**src/rtl/display_pkg.sv**
```systemverilog
// Shared constants, types and the double-dabble digit adjust for the display front end.
package display_pkg;

  localparam int unsigned NUM_DIGITS = 4;
  localparam int unsigned CODE_W     = 5;
  localparam int unsigned VALUE_W    = 14;
  localparam int unsigned BCD_W      = 4 * NUM_DIGITS;
  localparam int unsigned MSG_W      = NUM_DIGITS * CODE_W;
  localparam int unsigned DD_ITERS   = VALUE_W;
  localparam int unsigned IDX_W      = $clog2(NUM_DIGITS);

  localparam logic [CODE_W-1:0] CODE_E     = CODE_W'(14);
  localparam logic [CODE_W-1:0] CODE_R     = CODE_W'(15);
  localparam logic [CODE_W-1:0] CODE_MINUS = CODE_W'(22);

  typedef enum logic [1:0] {
    ST_IDLE   = 2'd0,
    ST_CONV   = 2'd1,
    ST_COMMIT = 2'd2
  } state_e;

  typedef logic [NUM_DIGITS-1:0][CODE_W-1:0] digits_t;

  // Add 3 to every BCD nibble that is 5 or more, ahead of the next shift.
  function automatic logic [BCD_W-1:0] dd_adjust(input logic [BCD_W-1:0] bcd);
    logic [BCD_W-1:0] r;
    r = bcd;
    for (int unsigned i = 0; i < NUM_DIGITS; i++) begin
      if (r[4*i +: 4] >= 4'd5) r[4*i +: 4] = r[4*i +: 4] + 4'd3;
    end
    return r;
  endfunction

endpackage

```
**src/rtl/display_scan_if.sv**
```systemverilog
// Content-load request and scan outputs between the host side and display_scan.
interface display_scan_if;
  import display_pkg::*;

  logic                  load;
  logic [VALUE_W-1:0]    value;
  logic                  neg;
  logic                  msg_en;
  logic [MSG_W-1:0]      msg;
  logic                  busy;
  logic [CODE_W-1:0]     code;
  logic [NUM_DIGITS-1:0] an;

  modport master (output load, value, neg, msg_en, msg, input busy, code, an);
  modport slave  (input load, value, neg, msg_en, msg, output busy, code, an);
endinterface

```
**src/rtl/bin2bcd_seq.sv**
```systemverilog
// Sequential double-dabble: one shift per cycle, first shift taken on the start edge.
module bin2bcd_seq
  import display_pkg::*;
(
  input  logic               clk,
  input  logic               rst_n,
  input  logic               start_i,
  input  logic [VALUE_W-1:0] value_i,
  output logic               busy_o,
  output logic               done_o,
  output logic [BCD_W-1:0]   bcd_o
);

  localparam int unsigned CNT_W = $clog2(DD_ITERS + 1);

  logic [VALUE_W-1:0] bin_q,    bin_d;
  logic [BCD_W-1:0]   bcd_q,    bcd_d;
  logic [CNT_W-1:0]   cnt_q,    cnt_d;
  logic               active_q, active_d;
  logic               done_q,   done_d;
  logic [BCD_W+VALUE_W-1:0] shifted;

  always_ff @(posedge clk) begin
    if (!rst_n) begin
      bin_q    <= '0;
      bcd_q    <= '0;
      cnt_q    <= '0;
      active_q <= 1'b0;
      done_q   <= 1'b0;
    end else begin
      bin_q    <= bin_d;
      bcd_q    <= bcd_d;
      cnt_q    <= cnt_d;
      active_q <= active_d;
      done_q   <= done_d;
    end
  end

  // done pulses in the cycle after the last shift so the caller can commit next edge.
  always_comb begin
    bin_d    = bin_q;
    bcd_d    = bcd_q;
    cnt_d    = cnt_q;
    active_d = active_q;
    done_d   = 1'b0;
    shifted  = {dd_adjust(bcd_q), bin_q} << 1;
    if (start_i) begin
      bcd_d    = BCD_W'(value_i[VALUE_W-1]);
      bin_d    = {value_i[VALUE_W-2:0], 1'b0};
      cnt_d    = CNT_W'(1);
      active_d = 1'b1;
    end else if (active_q) begin
      {bcd_d, bin_d} = shifted;
      cnt_d          = cnt_q + CNT_W'(1);
      if (cnt_q == CNT_W'(DD_ITERS - 1)) begin
        active_d = 1'b0;
        done_d   = 1'b1;
      end
    end
  end

  assign busy_o = active_q;
  assign done_o = done_q;
  assign bcd_o  = bcd_q;

endmodule

```
**src/rtl/display_scan.sv**
```systemverilog
// Four-digit seven-segment front end: content FSM, number formatting and digit scan.
module display_scan
  import display_pkg::*;
#(
  parameter int unsigned REFRESH_DIV = 100000
) (
  input  logic           clk,
  input  logic           rst_n,
  display_scan_if.slave  bus
);

  localparam int unsigned RCNT_W = $clog2(REFRESH_DIV);

  state_e                state_q,    state_d;
  logic [VALUE_W-1:0]    value_q,    value_d;
  logic                  neg_q,      neg_d;
  logic                  msg_mode_q, msg_mode_d;
  digits_t               msg_q,      msg_d;
  digits_t               digits_q,   digits_d;
  logic [NUM_DIGITS-1:0] blank_q,    blank_d;
  logic [RCNT_W-1:0]     rcnt_q,     rcnt_d;
  logic [IDX_W-1:0]      idx_q,      idx_d;

  logic                  eng_start;
  logic                  eng_busy;
  logic                  eng_done;
  logic [BCD_W-1:0]      eng_bcd;
  digits_t               fmt_digits;
  logic [NUM_DIGITS-1:0] fmt_blank;
  logic [IDX_W-1:0]      msd;
  logic                  lead;
  logic                  is_err;

  bin2bcd_seq u_bin2bcd (
    .clk     (clk),
    .rst_n   (rst_n),
    .start_i (eng_start),
    .value_i (bus.value),
    .busy_o  (eng_busy),
    .done_o  (eng_done),
    .bcd_o   (eng_bcd)
  );

  always_ff @(posedge clk) begin
    if (!rst_n) begin
      state_q    <= ST_IDLE;
      value_q    <= '0;
      neg_q      <= 1'b0;
      msg_mode_q <= 1'b0;
      msg_q      <= '0;
      digits_q   <= '0;
      blank_q    <= NUM_DIGITS'(4'b1110);
      rcnt_q     <= '0;
      idx_q      <= '0;
    end else begin
      state_q    <= state_d;
      value_q    <= value_d;
      neg_q      <= neg_d;
      msg_mode_q <= msg_mode_d;
      msg_q      <= msg_d;
      digits_q   <= digits_d;
      blank_q    <= blank_d;
      rcnt_q     <= rcnt_d;
      idx_q      <= idx_d;
    end
  end

  // Content FSM; digits and blank mask only change together in COMMIT.
  always_comb begin
    state_d    = state_q;
    value_d    = value_q;
    neg_d      = neg_q;
    msg_mode_d = msg_mode_q;
    msg_d      = msg_q;
    digits_d   = digits_q;
    blank_d    = blank_q;
    eng_start  = 1'b0;
    case (state_q)
      ST_IDLE: begin
        if (bus.load) begin
          if (bus.msg_en) begin
            msg_d      = bus.msg;
            msg_mode_d = 1'b1;
            state_d    = ST_COMMIT;
          end else if (!eng_busy) begin
            value_d    = bus.value;
            neg_d      = bus.neg;
            msg_mode_d = 1'b0;
            eng_start  = 1'b1;
            state_d    = ST_CONV;
          end
        end
      end
      ST_CONV: begin
        if (eng_done) state_d = ST_COMMIT;
      end
      ST_COMMIT: begin
        digits_d = msg_mode_q ? msg_q : fmt_digits;
        blank_d  = msg_mode_q ? '0 : fmt_blank;
        state_d  = ST_IDLE;
      end
      default: state_d = ST_IDLE;
    endcase
  end

  // Numeric formatting: error text, sign placement and leading-zero blanking.
  always_comb begin
    fmt_digits = '0;
    fmt_blank  = '0;
    msd        = '0;
    lead       = 1'b1;
    is_err     = neg_q ? (value_q > VALUE_W'(999)) : (value_q > VALUE_W'(9999));
    for (int unsigned i = 0; i < NUM_DIGITS; i++) begin
      fmt_digits[i] = CODE_W'(eng_bcd[4*i +: 4]);
    end
    if (is_err) begin
      fmt_digits = {CODE_E, CODE_R, CODE_R, CODE_W'(0)};
      fmt_blank  = NUM_DIGITS'(4'b0001);
    end else if (neg_q && value_q == '0) begin
      fmt_blank = NUM_DIGITS'(4'b1110);
    end else if (neg_q) begin
      for (int unsigned i = 0; i < NUM_DIGITS - 1; i++) begin
        if (eng_bcd[4*i +: 4] != 4'd0) msd = IDX_W'(i);
      end
      fmt_digits[msd + IDX_W'(1)] = CODE_MINUS;
      for (int unsigned i = 0; i < NUM_DIGITS; i++) begin
        if (i > 32'(msd) + 32'd1) fmt_blank[i] = 1'b1;
      end
    end else begin
      for (int i = NUM_DIGITS - 1; i >= 1; i--) begin
        lead         = lead && (eng_bcd[4*i +: 4] == 4'd0);
        fmt_blank[i] = lead;
      end
    end
  end

  // Free-running scan: hold each digit REFRESH_DIV cycles, walk 3,2,1,0.
  always_comb begin
    rcnt_d = rcnt_q + RCNT_W'(1);
    idx_d  = idx_q;
    if (rcnt_q == RCNT_W'(REFRESH_DIV - 1)) begin
      rcnt_d = '0;
      idx_d  = idx_q - IDX_W'(1);
    end
  end

  assign bus.busy = (state_q != ST_IDLE);
  assign bus.code = digits_q[idx_q];
  assign bus.an   = blank_q[idx_q] ? '1 : ~(NUM_DIGITS'(1) << idx_q);

endmodule

```
**src/flat_wrapper.sv**
```systemverilog
// flat-port wrapper written by rule: the top's interface ports become plain ports
module display_scan_flat import display_pkg::*;
#(
  parameter int unsigned REFRESH_DIV = 100000
)
  (clk, rst_n, bus_load, bus_value, bus_neg, bus_msg_en, bus_msg, bus_busy, bus_code, bus_an);
  display_scan_if bus_i ();
  input  logic clk;
  input  logic rst_n;
  input wire logic [$bits(bus_i.load)-1:0] bus_load;
  input wire logic [$bits(bus_i.value)-1:0] bus_value;
  input wire logic [$bits(bus_i.neg)-1:0] bus_neg;
  input wire logic [$bits(bus_i.msg_en)-1:0] bus_msg_en;
  input wire logic [$bits(bus_i.msg)-1:0] bus_msg;
  output wire logic [$bits(bus_i.busy)-1:0] bus_busy;
  output wire logic [$bits(bus_i.code)-1:0] bus_code;
  output wire logic [$bits(bus_i.an)-1:0] bus_an;
  assign bus_i.load = bus_load;
  assign bus_i.value = bus_value;
  assign bus_i.neg = bus_neg;
  assign bus_i.msg_en = bus_msg_en;
  assign bus_i.msg = bus_msg;
  assign bus_busy = bus_i.busy;
  assign bus_code = bus_i.code;
  assign bus_an = bus_i.an;
  display_scan #(.REFRESH_DIV(REFRESH_DIV)) u_core (.clk(clk), .rst_n(rst_n), .bus(bus_i));
endmodule
```
**config.mk**
```make
export PLATFORM = sky130hd
export DESIGN_NAME = display_scan_flat
export DESIGN_NICKNAME = d
export VERILOG_FILES = /design/src/rtl/display_pkg.sv /design/src/rtl/display_scan_if.sv /design/src/rtl/bin2bcd_seq.sv /design/src/rtl/display_scan.sv /design/src/flat_wrapper.sv
export SDC_FILE = /design/constraint.sdc
export NUM_CORES = 1
export LEC_CHECK = 0
export ABC_AREA = 1
export BUFFER_PORTS_ARGS = -buffer_cell sky130_fd_sc_hd__buf_2
export CAP_MARGIN = 20
export CELL_PAD_IN_SITES_DETAIL_PLACEMENT = 1
export CELL_PAD_IN_SITES_GLOBAL_PLACEMENT = 1
export CORE_ASPECT_RATIO = 1.75
export CORE_MARGIN = 5
export CORE_UTILIZATION = 45
export CTS_BUF_LIST = sky130_fd_sc_hd__clkbuf_4 sky130_fd_sc_hd__clkbuf_8
export CTS_CLUSTER_SIZE = 28
export DETAILED_ROUTE_END_ITERATION = 7
export PLACE_DENSITY_LB_ADDON = 0.1
export SLEW_MARGIN = 20
export SYNTH_ARGS = -nofsm -noshare
export SYNTH_HDL_FRONTEND = slang
export SYNTH_HIERARCHICAL = 1
export SYNTH_SLANG_ARGS = --single-unit
export TNS_END_PERCENT = 20
```
**constraint.sdc**
```tcl
create_clock -name clk -period 1.9 [get_ports clk]
set_input_delay 0.38 -clock clk [delete_from_list [all_inputs] [get_ports clk]]
set_output_delay 0.38 -clock clk [all_outputs]
set_load 0.01 [all_outputs]
```
-- After elaboration in Yosys (flattened, before gate mapping)
Cells that the tools add are included.
- flip-flop bits (word level): 116
- word-level logic and storage cells: 131
- output and inout bits: 10
- bitwise gates (word level): 7
- muxes and demuxes: 51
- $lt $le $gt $ge: 13
- equality and inequality tests: 8
- shift-type cells: 1
- $add $sub $neg: 9
- reduce and logical (&&, ||, !) cells: 20
- operators by type and width (operator ; count):
    20-bit 2-to-1 mux ; 4
    1-bit by 32-bit greater-than comparator with 1-bit output (first input constant) ; 2
    2-bit by 32-bit greater-than comparator with 1-bit output (first input constant) ; 2
    14-bit 2-to-1 mux ; 2
    4-bit 2-to-1 mux ; 7
    1-bit 2-to-1 mux ; 22
    17-bit by 1-bit adder with 17-bit output (second input constant) ; 1
    17-bit == test (second input constant) ; 1
    4-bit by 3-bit >= comparator with 1-bit output (second input constant) ; 4
    2-bit 2-to-1 mux ; 8
    14-bit by 10-bit greater-than comparator with 1-bit output (second input constant) ; 1
    14-bit greater-than comparator (second input constant) ; 1
    14-bit logical NOT ; 1
    4-bit by 2-bit adder with 4-bit output (second input constant) ; 3
    4-bit logical NOT ; 3
    11-bit by 12-bit bitwise OR with 12-bit output ; 1
    5-bit binary-select mux with 2-bit select ; 1
    5-bit demux with 2-bit select ; 1
    5-bit 2-to-1 mux ; 2
    3-bit AND reduction ; 3
    8-bit AND ; 1
    8-bit inverter ; 1
    4-bit nonzero test ; 2
    2-bit by 3-bit less-than comparator with 1-bit output (second input constant) ; 2
    23 further kinds ; 33

-- Logic depth before layout (Yosys ltp)
- depth in word-level cells: 17
- gate-level depth with buffers: 11
- mapped depth without buffers: 11

-- Modules after synthesis
Netlist, hierarchy kept.
- by module, submodules not included (module ; area an instance (µm²) ; sequential area each (µm²) ; cells an instance ; times used):
    display_scan ; 3708.6 ; 1621.6 ; 527 ; 1
    bin2bcd_seq ; 1789.2 ; 700.7 ; 242 ; 1

-- Worst setup path before layout
Ideal clock, no wire load.
- path kind: input to register
- from: in bus_load
- to: reg u_core.u_bin2bcd.bin_q[10]
- data arrival time: 1.603 ns
- library setup time: 0.118 ns
- stages: 10
- slack: 0.179 ns
- data required time: 1.782 ns
- cells stage by stage: nand2_1 o21ai_0 nand3_1 clkinv_1 buf_6 nor2_4 inv_2 buf_6 o221ai_1 nor2_1
- longest elaborated chain between the ends: 3
- elaborated cells between the ends (all ways): 4
- those cells by class: mux: 3; reduce/logical: 1
- RTL lines (what ; RTL line ; text):
    from (decl) ; flat_wrapper.sv:10 ; input wire logic [$bits(bus_i.load)-1:0] bus_load;
    1-bit 2-to-1 mux (*) ; display_scan.sv:80 ; if (bus.load) begin
    1-bit 2-to-1 mux (*) ; display_scan.sv:78 ; case (state_q)
    net u_core.eng_start ; display_scan.sv:24 ; logic eng_start;
    14-bit 2-to-1 mux / 2-bit nonzero test (equally long branches) ; n/a ;
    to (signal assigned) ; bin2bcd_seq.sv:31 ; bin_q <= bin_d;
    to (decl) ; bin2bcd_seq.sv:16 ; logic [VALUE_W-1:0] bin_q, bin_d;
Mark *: on every way through the listed nets, which the timed path passes. The rest lies on a longest branch.
A chain may end at the register's enable or synchronous reset.

-- Final worst setup path
- from: reg u_core.idx_q[0]
- to: out bus_an[0]
- longest elaborated chain between the ends: 3
- elaborated cells between the ends (all ways): 5
- those cells by class: shift: 1; mux: 3; bitwise: 1
- RTL lines (what ; RTL line ; text):
    from (decl) ; display_scan.sv:22 ; logic [IDX_W-1:0] idx_q, idx_d;
    from (signal assigned) ; display_scan.sv:64 ; idx_q <= idx_d;
    1-bit binary-select mux with 2-bit select / 1-bit by 2-bit left shift with 4-bit output (equally long branches) ; display_scan.sv:149 ; assign bus.an = blank_q[idx_q] ? '1 : ~(NUM_DIGITS'(1) << idx_q);
    1-bit 2-to-1 mux (implied by the code) / 4-bit inverter (equally long branches) ; display_scan.sv:149 ;
    4-bit 2-to-1 mux (*) ; display_scan.sv:149 ;
    to (decl) ; flat_wrapper.sv:17 ; output wire logic [$bits(bus_i.an)-1:0] bus_an;
Every way passes the cells marked *; elsewhere a longest branch is shown, timed or not. The select of a mux whose other input is x is not followed.

==> results_dict.tcl <==
set metrics [dict create \
    grt-busiest-layer "met2" \
    core_area_sq_um 12000 \
    fin_hold_ws_ns 0.179 \
    viasPerCell 5.28 \
    fillers 1584 \
    hold_buffers 0 \
    r2r-start "u_core/rcnt_q[0]" \
    reg2reg_depth 9 \
    worstPathArrival_ns 1.47 \
    layout_commonest_cell "nand2_1" \
    maxCapViolCount 0 \
    fin_crit_ns 1.85 \
    numCtsBuffers 17 \
    reg2reg_to "u_core/rcnt_q[9]" \
    finalNetCount 882 \
    first_iter_violations 178 \
    finalHoldViolations 0 \
    drtPass1Iterations 4 \
    final_cell_mix "148 x nand2_1, 115 x dfxtp_1, 89 x a21oi_1" \
    cts_root_buf "clkbuf_8" \
    htree_levels 4 \
    clock_skew_ns 0.00932 \
    start_util_pct 45.8 \
    min-delay-start "bus_msg[2]" \
    synth_warnings 6 \
    fin_crit_sh_pct 97.6 \
    avgRoutedWirePerCell_um 16.2 \
    power_uw 6540 \
    synthFlopType "dfxtp_1" \
    rsz0062_at_grt "yes" \
    crit_start "u_core/idx_q[0]" \
    critical_path_class "reg2out" \
    met1_usage_pct 22.6 \
    slowest_stage "dfxtp_4" \
    synth_edf_count 0 \
    synth_seq_cells 116 \
    seq_area_sq_um 2330 \
    syn_to_final_growth_pct 17.8 \
    syn_area_per_cell_sq_um 7.15 \
    cp-end-kind "primary output" \
    antennaDiodeCount 0 \
    clockBufferDepth 2 \
    min_delay_path_depth 3 \
    cp_data_required_time_ns 1.52 \
    hpwl_um 12100 \
    gr-usage-all-layers_pct 23.4 \
    drcViolationCount 0 \
    grt_pass1_wl_um 27300 \
    fin_setup_tns_ns 0 \
    max_stage_delay_ns 0.38 \
    power_density_nw_per_um2 1010 \
    synth.net_count 823 \
    rrSetupSlack_ns 0.13 \
    crit_chain "buf_8 -> nand2_2 -> a32o_2 -> nand2_1 -> buf_2" \
    min_path_type "in2reg" \
    syn-instance-count 769 \
    worstMarginPinSlew_ns 0.576 \
    maxClockFrequency_mhz 540 \
    vias 5300 \
    status "finished, final reports clean" \
    relSlewSlack_pct 61.6 \
    die_w_um 93.6 \
    dieHeight_um 156 \
    clk_latency_ns 0.43 \
    critPathLaunchType "flop" \
    multiInputGateArea_sq_um 2690 \
    syn_area_sq_um 5500 \
    p_leak_uw 0.00271 \
    final_cell_area_sq_um 6480 \
    grt_pass1_vias 5843 \
    holdPathEnd "u_core/msg_q[2]" \
    place.gp.congestion 0.842 \
    cp_num_buf_inv 2 \
    cts_sinks 116 \
    io_buffers 48 \
    grt_overflow 0 \
    grt_use_met2_pct 46.6 \
    cp_top_family "flip-flops" \
    layout_setup_ws_ns 0.0464 \
    pre_cts_ws_ns 0.0289 \
    drive_gt1_share_pct 15.7 \
    die-area_sq_um 14600 \
    grt_max_degree 42 \
    setup_viol 0 \
    cts_tree "yes" \
    num_rows 53 \
    synth_cell_types 37 \
    postPlaceCellArea_sq_um 5920 \
    clkTransAtPathRegs_ns 0.07 \
    drtAntennaViolNets 0 \
    vdd_drop_max_uv 561 \
    synth_seq_area_share_pct 42.2 \
    cp_max_fo 13 \
    finalWirelength_um 16200 \
    use_met3_pct 3.70 \
    maxSlewViolCount 0 \
    ios 49 \
    async_flop_share_pct 0 \
    antenna_found_initial 0 \
]
## worst max path at each step
stage                                       to  slack (ns)  depth (start not counted)
finish                               bus_an[0]        0.05                          5
global route                         bus_an[1]       -0.04                          5
detailed placement            u_core/rcnt_q[9]        0.03                          9
floorplan           u_core/u_bin2bcd/bin_q[10]        0.18                         10
CTS                                bus_code[3]       -0.06                          5
global placement    u_core/u_bin2bcd/bcd_o[13]        0.10                         10
## kinds of logic (layout without fill, tap and decap cells)
| family | Yosys count | after routing | share of synthesized area, % |
|---|---|---|---|
| xor gates and xnor gates | 5 | 5 | 0.797 |
| buffers and inverters | 114 | 184 | 9.01 |
| and+or+nand+nor | 315 | 315 | 24.7 |
| AOI/OAI and AO/OA | 204 | 204 | 19.9 |
| DFF | 116 | 116 | 42.2 |
| adders and majority gates | 15 | 15 | 3.41 |
## synth_stat cells, types with 3 or more instances
library cell	n	area [sq um]
a21oi_1	90	450
buf_2	9	45.0
buf_6	7	78.8
clkbuf_1	14	52.6
dfxtp_1	116	2320
ha_1	15	188
inv_1	74	278
inv_2	6	22.5
nand2_1	149	559
nand2_2	4	25.0
nand3_1	34	170
nand3b_1	3	22.5
nand4_1	4	25.0
nor2_1	88	330
nor2_4	4	45.0
nor3_1	19	95.1
o21ai_0	83	415
o21ai_1	7	35.0
o221ai_1	11	96.3
o22ai_1	5	31.3
xor2_1	4	35.0
## per-stage QoR
| step | cells | utilization, % |
|---|---|---|
| 2_1_floorplan | 769 | - |
| 3_3_place_gp | 970 | 49.3 |
| 3_5_place_dp | 970 | 49.3 |
| 4_1_cts | 1000 | 53.5 |
| 5_1_grt | 1004 | 54.0 |
| 6_report | 1004 | 54.0 |
## power by group
group | leakage [uW] | total [uW] | switching, uW | internal [uW]
combinational | 0.00151 | 902 | 591 | 311
clock | 0.000248 | 2880 | 990 | 1890
sequential | 0.000949 | 2750 | 129 | 2620
total | 0.00271 | 6540 | 1710 | 4830
## worst reg2reg max path, cell delays in order (launching register included)
cell and delay, ns:
dfxtp_1 0.36, ha_1 0.18, nand2_1 0.11, inv_1 0.10, nand2_1 0.11, nor3_2 0.22
nand2_1 0.21, nand2_2 0.15, buf_4 0.17, a21oi_1 0.05
## flip-flops by register name, indices dropped and copies added (netlist names)
signal and flops:
u_core/rcnt_q 17, u_core/digits_q 20, u_core/u_bin2bcd/bcd_o 16, u_core/u_bin2bcd/done_o 1, u_core/neg_q 1, u_core/u_bin2bcd/bin_q 13
u_core/u_bin2bcd/cnt_q 4, u_core/msg_mode_q 1, u_core/value_q 14, u_core/msg_q 20, u_core/idx_q 2, u_core/state_q 2
u_core/blank_q 4, u_core/u_bin2bcd/busy_o 1
## cell type report
cell class / count / share of cell area, %
Tap cell: 165 / 3.19
Sequential cell: 116 / 35.9
Clock buffer: 20 / 4.15
Timing Repair Buffer: 72 / 6.86
Multi-Input combinational cell: 539 / 41.6
Inverter: 82 / 4.83
Clock inverter: 10 / 3.51
## timing repair
item / in CTS / in global routing
endpoints found under the setup margin: 8 / 24
buffers inserted: 0 / 4
cloned: 0 / 0
hold endpoints to repair: 0 / 0
gates resized for setup: 1 / 13
## layer usage
metal,routed length (um),vias to the layer above
met4,628,0
li1,-,2650
met1,6000,2558
met3,332,31
met2,9280,61
met5,0,-
Power figures use the tool's default switching activity.
